### src/rtl/pn_pkg.sv
// Shared flit field positions and the priority comparison used by every comparator.
// Golden-flit priority is compiled in with PN_GOLDEN_EN.
package pn_pkg;
    localparam int WIDTH_DATA     = 32;
    localparam int WIDTH_INTERNAL = WIDTH_DATA + 32;
    localparam int AGE_LO         = WIDTH_DATA + 8;
    localparam int AGE_HI         = WIDTH_DATA + 15;
    localparam int GOLDEN_BIT     = WIDTH_DATA + 31;

    // Sort key is {golden, age}; the input index rides along so equal keys keep input order.
    localparam int KEY_W = 9;
    localparam int IDX_W = 2;
    localparam int TAG_W = KEY_W + IDX_W;

    function automatic logic pn_higher(
        input logic [KEY_W-1:0] a_key,
        input logic [IDX_W-1:0] a_idx,
        input logic [KEY_W-1:0] b_key,
        input logic [IDX_W-1:0] b_idx
    );
        return (a_key > b_key) || ((a_key == b_key) && (a_idx < b_idx));
    endfunction
endpackage

### src/rtl/pn_swap2.sv
// 2x2 compare-and-swap on tagged words {key, idx, flit}; higher priority exits on o_hi.
// Purely combinational.
module pn_swap2
    import pn_pkg::*;
#(
    parameter int WIDTH = 64
) (
    input  logic [WIDTH+TAG_W-1:0] i_a,
    input  logic [WIDTH+TAG_W-1:0] i_b,
    output logic [WIDTH+TAG_W-1:0] o_hi,
    output logic [WIDTH+TAG_W-1:0] o_lo
);
    logic w_b_first;

    assign w_b_first = pn_higher(i_b[WIDTH+TAG_W-1 -: KEY_W], i_b[WIDTH+IDX_W-1 -: IDX_W],
                                 i_a[WIDTH+TAG_W-1 -: KEY_W], i_a[WIDTH+IDX_W-1 -: IDX_W]);

    assign o_hi = w_b_first ? i_b : i_a;
    assign o_lo = w_b_first ? i_a : i_b;
endmodule

### src/rtl/permutation_network.sv
// 4-flit priority sorter: 5-comparator network, registered outputs, one-cycle latency.
// Define PN_GOLDEN_EN to let flags[2] (golden) outrank age.
module permutation_network
    import pn_pkg::*;
#(
    parameter int WIDTH_DATA     = 32,
    parameter int WIDTH_INTERNAL = WIDTH_DATA + 32
) (
    input  logic                      clk,
    input  logic                      reset,
    input  logic [WIDTH_INTERNAL-1:0] din0,
    input  logic [WIDTH_INTERNAL-1:0] din1,
    input  logic [WIDTH_INTERNAL-1:0] din2,
    input  logic [WIDTH_INTERNAL-1:0] din3,
    output logic [WIDTH_INTERNAL-1:0] dout0,
    output logic [WIDTH_INTERNAL-1:0] dout1,
    output logic [WIDTH_INTERNAL-1:0] dout2,
    output logic [WIDTH_INTERNAL-1:0] dout3
);
    localparam int TW     = WIDTH_INTERNAL + TAG_W;
    localparam int AGE_L  = AGE_LO - pn_pkg::WIDTH_DATA + WIDTH_DATA;
    localparam int AGE_H  = AGE_HI - pn_pkg::WIDTH_DATA + WIDTH_DATA;
    localparam int GOLD_L = GOLDEN_BIT - pn_pkg::WIDTH_DATA + WIDTH_DATA;
`ifdef PN_GOLDEN_EN
    localparam bit GOLDEN_ON = 1'b1;
`else
    localparam bit GOLDEN_ON = 1'b0;
`endif

    logic [WIDTH_INTERNAL-1:0] w_din  [4];
    logic [TW-1:0]             w_in   [4];
    logic [TW-1:0]             w_s1   [4];
    logic [TW-1:0]             w_s2   [4];
    logic [TW-1:0]             w_s3   [4];
    logic [WIDTH_INTERNAL-1:0] r_dout [4];
    logic                      w_unused_tags;

    assign w_din[0] = din0;
    assign w_din[1] = din1;
    assign w_din[2] = din2;
    assign w_din[3] = din3;

    for (genvar g = 0; g < 4; g++) begin : g_tag
        assign w_in[g] = {GOLDEN_ON & w_din[g][GOLD_L], w_din[g][AGE_H:AGE_L],
                          IDX_W'(g), w_din[g]};
    end

    pn_swap2 #(.WIDTH(WIDTH_INTERNAL)) u_s1a (.i_a(w_in[0]), .i_b(w_in[1]), .o_hi(w_s1[0]), .o_lo(w_s1[1]));
    pn_swap2 #(.WIDTH(WIDTH_INTERNAL)) u_s1b (.i_a(w_in[2]), .i_b(w_in[3]), .o_hi(w_s1[2]), .o_lo(w_s1[3]));
    pn_swap2 #(.WIDTH(WIDTH_INTERNAL)) u_s2a (.i_a(w_s1[0]), .i_b(w_s1[2]), .o_hi(w_s2[0]), .o_lo(w_s2[2]));
    pn_swap2 #(.WIDTH(WIDTH_INTERNAL)) u_s2b (.i_a(w_s1[1]), .i_b(w_s1[3]), .o_hi(w_s2[1]), .o_lo(w_s2[3]));
    pn_swap2 #(.WIDTH(WIDTH_INTERNAL)) u_s3  (.i_a(w_s2[1]), .i_b(w_s2[2]), .o_hi(w_s3[1]), .o_lo(w_s3[2]));

    assign w_s3[0] = w_s2[0];
    assign w_s3[3] = w_s2[3];

    // Tags only steer the network; they are dropped at the output register.
    assign w_unused_tags = ^{w_s3[0][TW-1:WIDTH_INTERNAL], w_s3[1][TW-1:WIDTH_INTERNAL],
                             w_s3[2][TW-1:WIDTH_INTERNAL], w_s3[3][TW-1:WIDTH_INTERNAL]};

    always_ff @(posedge clk) begin
        for (int k = 0; k < 4; k++) begin
            if (reset) r_dout[k] <= '0;
            else       r_dout[k] <= w_s3[k][WIDTH_INTERNAL-1:0];
        end
    end

    assign dout0 = r_dout[0];
    assign dout1 = r_dout[1];
    assign dout2 = r_dout[2];
    assign dout3 = r_dout[3];
endmodule

### config.mk
export PLATFORM = sky130hd
export DESIGN_NAME = permutation_network
export DESIGN_NICKNAME = d
export VERILOG_FILES = /design/src/rtl/pn_pkg.sv /design/src/rtl/pn_swap2.sv /design/src/rtl/permutation_network.sv
export SDC_FILE = /design/constraint.sdc
export NUM_CORES = 1
export LEC_CHECK = 0
export CORE_ASPECT_RATIO = 0.5
export CORE_MARGIN = 4
export CORE_UTILIZATION = 33
export CTS_CLUSTER_DIAMETER = 100
export DETAILED_ROUTE_END_ITERATION = 8
export PLACE_DENSITY = 0.68
export SYNTH_ARGS = -nofsm -noshare
export SYNTH_HDL_FRONTEND = slang
export SYNTH_SLANG_ARGS = --single-unit
### constraint.sdc
create_clock -name clk -period 20.2 [get_ports clk]
set_input_delay 6.06 -clock clk [delete_from_list [all_inputs] [get_ports clk]]
set_output_delay 6.06 -clock clk [all_outputs]
set_load 0.02 [all_outputs]
==> results of run 1 <==
-- power breakdown --
| part | total [mW] | internal [mW] | leakage [nW] | switching [mW] |
|---|---|---|---|---|
| Combinational | 1.63 | 0.708 | 5.97 | 0.926 |
| Clock | 0.535 | 0.306 | 0.446 | 0.229 |
| Sequential | 0.733 | 0.682 | 2.14 | 0.0513 |
-- path summary, 6_finish.rpt --
kind | startpoint | to | slack [ps] | cells after the start
setup / recovery | din0[45] | r_dout[1][9] | 5350 | 28
hold / removal | reset | r_dout[1][82] | 6090 | 2
-- Yosys cell counts (4+ instances only) --
master	number
buf_12	13
or2_2	5
o21a_1	5
mux2_2	100
nand4_1	6
nor2_1	159
a211oi_1	86
nand2_1	85
o211ai_1	175
nor2b_1	20
o21ai_0	20
dfxtp_1	256
buf_1	15
nand3_1	4
mux2i_1	285
ha_1	38
clkbuf_1	91
inv_1	29
a21oi_1	63
o21ai_1	4
a21boi_1	6
buf_2	20
a21o_1	8
and4_1	4
-- kinds of logic (layout without fill, tap and decap cells) --
logic type               count (synthesis)  in the layout  synth area share
AO/OA/AOI/OAI                          388            388             0.191
XOR/XNOR                                 1              1          0.000603
adder cells (fa/ha/maj)                 38             38            0.0327
buffers and inverters                  172            607            0.0620
flip-flops                             256            256             0.353
multiplexers                           385            385             0.274
other                                    0             14                 0
AND/OR/NAND/NOR                        298            298            0.0871
-- stage by stage --
| step | setup slack, ps | total power [mW] |
|---|---|---|
| after floorplan | 7920 | 1.87 |
| after global placement | 5100 | 2.36 |
| after detailed placement | 4860 | 2.37 |
| after CTS | 5440 | 2.92 |
| after global routing | 4640 | 3.04 |
| final | 5350 | 2.90 |
-- area by class of cell --
cell class	count	share of cell area
multi-input combinational	1110	0.411
timing repair buffer	528	0.254
sequential	256	0.247
tap	588	0.0355
clock buffer	30	0.0341
clock inverter	19	0.0109
inverter	30	0.00555
antenna	14	0.00169
-- per-layer routing --
metal / share of wire / track usage / up-vias
met4: 0.041 / 0.0893 / 0
met2: 0.51 / 0.402 / 459
met3: 0.047 / 0.0223 / 120
li1: - / - / 6517
met1: 0.40 / 0.278 / 6658
met5: 0 / 0 / -
==> impl_metrics.json, run 1 <==
{
  "place_inst": 2512,
  "ctsLongestPathBuffers": 3,
  "cp_common_cell": "a21o_1",
  "power_density_nw_per_um2": 140,
  "async_reset_ff_frac": 0,
  "reg.largest.list": "r_dout: 256 flops",
  "cp-end-kind": "flip-flop",
  "antenna_found_initial": 12,
  "place_hpwl_um": 41800,
  "core_area_um2": 43500,
  "grt_max_degree": 191,
  "ys_seq_area_frac": 0.353,
  "yosys_warnings": 0,
  "die_y_um": 156,
  "path_max_fanout": 190,
  "crit_family": "buffers and inverters",
  "clkSinkCount": 256,
  "yosysTopAreaCell": "dfxtp_1",
  "cts-root-buf": "clkbuf_16",
  "vdd_drop_max_uv": 116,
  "grt_pass1_vias": 13400,
  "cts_hold_buf": 0,
  "drt-initial-drc-count": 874,
  "io_buffers": 513,
  "yosys-top-cells-area": "dfxtp_1 35%, mux2i_1 20%, o211ai_1 9.0%, mux2_2 7.7%, a211oi_1 4.4%",
  "yosysTopAreaCellShare": 0.353,
  "dieArea_um2": 47700,
  "period_needed_ps": 14850,
  "crit_slowest_cell": "buf_4",
  "area_growth_pct": 42.7,
  "holdWs_ps": 6090,
  "maxCapViolations": 0,
  "start_kind": "primary input",
  "tightest_slew_ps": 1190,
  "ant_nets": 0,
  "fill_cells": 4100,
  "cts_tree": "done",
  "post_cts_buffers": 0,
  "critPathMaxStageDelay_ps": 920,
  "synthesis.area_um2": 14500,
  "drtPass1Iterations": 5,
  "crit_type": "in2reg",
  "placed_cell_area_um2": 19800,
  "cts_resized": 0,
  "layoutNonFillerInstCount": 2575,
  "fin_area_um2": 20700,
  "fin_util": 0.476,
  "yosysUniqueCellTypes": 53,
  "relSlewSlack": 0.209,
  "htreeDepth": 1,
  "place.gp.congestion": 0.920,
  "timing.fmax_mhz": 67.3,
  "final_cell_mix": "512 x clkdlybuf4s50_1, 285 x mux2i_1, 256 x dfxtp_1",
  "drc": 0,
  "status": "complete, no violations",
  "die_w_um": 305,
  "synth_ff_type": "dfxtp_1",
  "largest_reg_flops": 256,
  "nets": 2249,
  "rsz0062_at_grt": "false",
  "grt_overflow": 0,
  "wirelength_um": 57100,
  "io-pin-count": 514,
  "synth_enable_flop_cells": 0,
  "synth_cells": 1538,
  "setup_viol_count_final": 0,
  "p_leak_nw": 8.55,
  "ys_ff_latch": 256,
  "setup_tns_ps": 0,
  "drive_gt1_frac": 0.0943,
  "syn_nets": 1834,
  "multi_input_area_um2": 8530,
  "post-route-period-util": 0.735,
  "top_register": "r_dout",
  "path_buf_inv": 6,
  "grt_pass1_wl_um": 83500,
  "required_ps": 20670,
  "ff_latch_area_um2": 5120,
  "final_common_cell": "clkdlybuf4s50_1",
  "final_max_slew_viol_count": 0,
  "initial_utilization": 0.334,
  "hp-class": "in2reg",
  "vias": 13800,
  "clk_pin_slew_ps": 70,
  "fp-row-count": 54,
  "routed_via_density": 5.34,
  "critPathArrivalTime_ps": 15320,
  "hold_viol": 0,
  "numCtsBuffers": 27,
  "syn_area_per_cell_um2": 9.45,
  "grt_usage": 0.224,
  "post_drt_wl_per_cell_um": 22.2
}
No activity file was read; power rests on OpenSTA's default activity.
==> run 2, diff against run 1 <==
clock period = 13.75 ns   (was 20.2 ns; I/O delays follow)
==> run 2 against run 1 <==
Via count fell by 1.3%. Power grew 46%. Clock power up 41%. First-iteration DRC count fell by 14%. Non-clock buffer count is 3 higher. Critical path depth stayed put. Sequential power increased by 46%. Hold slack worse by 2000 ps. Largest cell class unchanged. Largest power group unchanged.
==> impl_metrics.json, run 2 (same netlist as run 1, synthesis figures left out) <==
{
  "path_max_fanout": 56,
  "ctsLongestPathBuffers": 3,
  "io_buffers": 513,
  "initial_utilization": 0.334,
  "top_register": "r_dout",
  "grt_use_met3": 0.0247,
  "crit_slowest_cell": "buf_4",
  "placed_cell_area_um2": 19800,
  "place_ws_ps": 1460,
  "setup_tns_ps": 0,
  "grt_max_degree": 172,
  "drive_gt1_frac": 0.0913,
  "rsz0062_at_grt": "false",
  "cts_resized": 0,
  "cts_hold_buf": 0,
  "start_kind": "primary input",
  "grt_overflow": 0,
  "crit_family": "compound AO/OA/AOI/OAI gates",
  "routed_via_density": 5.29,
  "timing.fmax_mhz": 85.6,
  "vdd_drop_max_uv": 219,
  "antenna_found_initial": 6,
  "dieArea_um2": 47700,
  "hold_depth": 2,
  "required_ps": 14210,
  "hp-class": "in2reg",
  "path_buf_inv": 4,
  "critPathMaxStageDelay_ps": 790,
  "place_hpwl_um": 41900,
  "htreeDepth": 1,
  "final_common_cell": "clkdlybuf4s50_1",
  "post_cts_buffers": 0,
  "met1_usage": 0.277,
  "area_growth_pct": 42.4,
  "core_area_um2": 43500,
  "largest_reg_flops": 256,
  "die_y_um": 156,
  "hold_viol": 0,
  "drc": 0,
  "busiest_layer": "met2",
  "fin_util": 0.475,
  "grt_usage": 0.225,
  "grt_pass1_wl_um": 83900,
  "met2_usage": 0.410,
  "setup_viol_count_final": 0,
  "io-pin-count": 514,
  "wirelength_um": 56900,
  "fill_cells": 4090,
  "post_drt_wl_per_cell_um": 22.2,
  "setup_ws_ps": 2070,
  "fin_area_um2": 20700,
  "die_w_um": 305,
  "final_cell_mix": "512 x clkdlybuf4s50_1, 285 x mux2i_1, 256 x dfxtp_1",
  "layoutNonFillerInstCount": 2566,
  "relSlewSlack": 0.294,
  "ant_nets": 0,
  "crit_type": "in2reg",
  "cts-root-buf": "clkbuf_16",
  "worstHoldStart": "reset",
  "place.gp.congestion": 0.903,
  "fp-row-count": 54,
  "vias": 13600,
  "clk_pin_slew_ps": 70,
  "nets": 2251,
  "period_needed_ps": 11680,
  "status": "complete, no violations",
  "numCtsBuffers": 26,
  "reg.largest.list": "r_dout: 256 flops",
  "hold_end": "r_dout[1][125]",
  "p_leak_nw": 8.55,
  "tightest_slew_ps": 1060,
  "cp-end-kind": "flip-flop",
  "grt_pass1_vias": 13300,
  "final_max_slew_viol_count": 0,
  "drt-initial-drc-count": 750,
  "critPathArrivalTime_ps": 12140,
  "power_density_nw_per_um2": 205,
  "clkSinkCount": 256,
  "crit_cells": 28,
  "maxCapViolations": 0,
  "post-route-period-util": 0.849,
  "cts_tree": "done",
  "place_inst": 2515,
  "drtPass1Iterations": 5
}
-- run 2: cell count changes in the layout (fill, tap and decap cells not counted) --
cell | before | now
clkinv_4 | 4 | 0
diode_2 | 14 | 6
inv_6 | 1 | 0
clkbuf_1 | 1 | 6
clkinvlp_4 | 5 | 1
bufinv_16 | 4 | 3
clkbuf_8 | 2 | 5
buf_4 | 15 | 17
buf_12 | 1 | 2
clkinv_2 | 5 | 3
-- run 2: layout make-up --
class,instances,area (um^2),area share
diodes,6,15.0,0.000726
clock buffers,38,767,0.0371
clock inverters,7,113,0.00544
inverters,30,115,0.00556
multi-input cells,1110,8530,0.412
flip-flops and latches,256,5120,0.248
well taps,588,736,0.0356
repair buffers,531,5290,0.256
-- run 2: report_power, final --
| part | internal [mW] | total, mW | leakage (nW) | switching (mW) |
|---|---|---|---|---|
| sequential | 1.00 | 1.07 | 2.14 | 0.0722 |
| combinational | 1.04 | 2.41 | 5.99 | 1.37 |
| clock | 0.441 | 0.755 | 0.430 | 0.314 |
| total | 2.48 | 4.23 | 8.55 | 1.75 |
-- run 2: how the worst max path moves through the flow --
| stage | startpoint | to |
|---|---|---|
| after floorplan | din0[45] | r_dout[1][44] |
| after global placement | din0[41] | r_dout[0][78] |
| after detailed placement | din0[41] | r_dout[1][6] |
| after CTS | din0[41] | r_dout[1][15] |
| after global routing | din0[41] | r_dout[1][6] |
| final | din0[41] | r_dout[1][15] |
-- run 2: layer usage --
metal / vias to the layer above / part of all wire
met3: 107 / 0.039
li1: 6522 / -
met1: 6579 / 0.41
met5: - / 0
met4: 0 / 0.037
met2: 367 / 0.51
-- run 2: stage by stage --
step                hold slack [ps]  power (mW)
CTS                            4100        4.26
detailed placement             4680        3.49
global route                   4130        4.44
finish                         4130        4.23
floorplan                      4360        2.75
global placement               4680        3.47
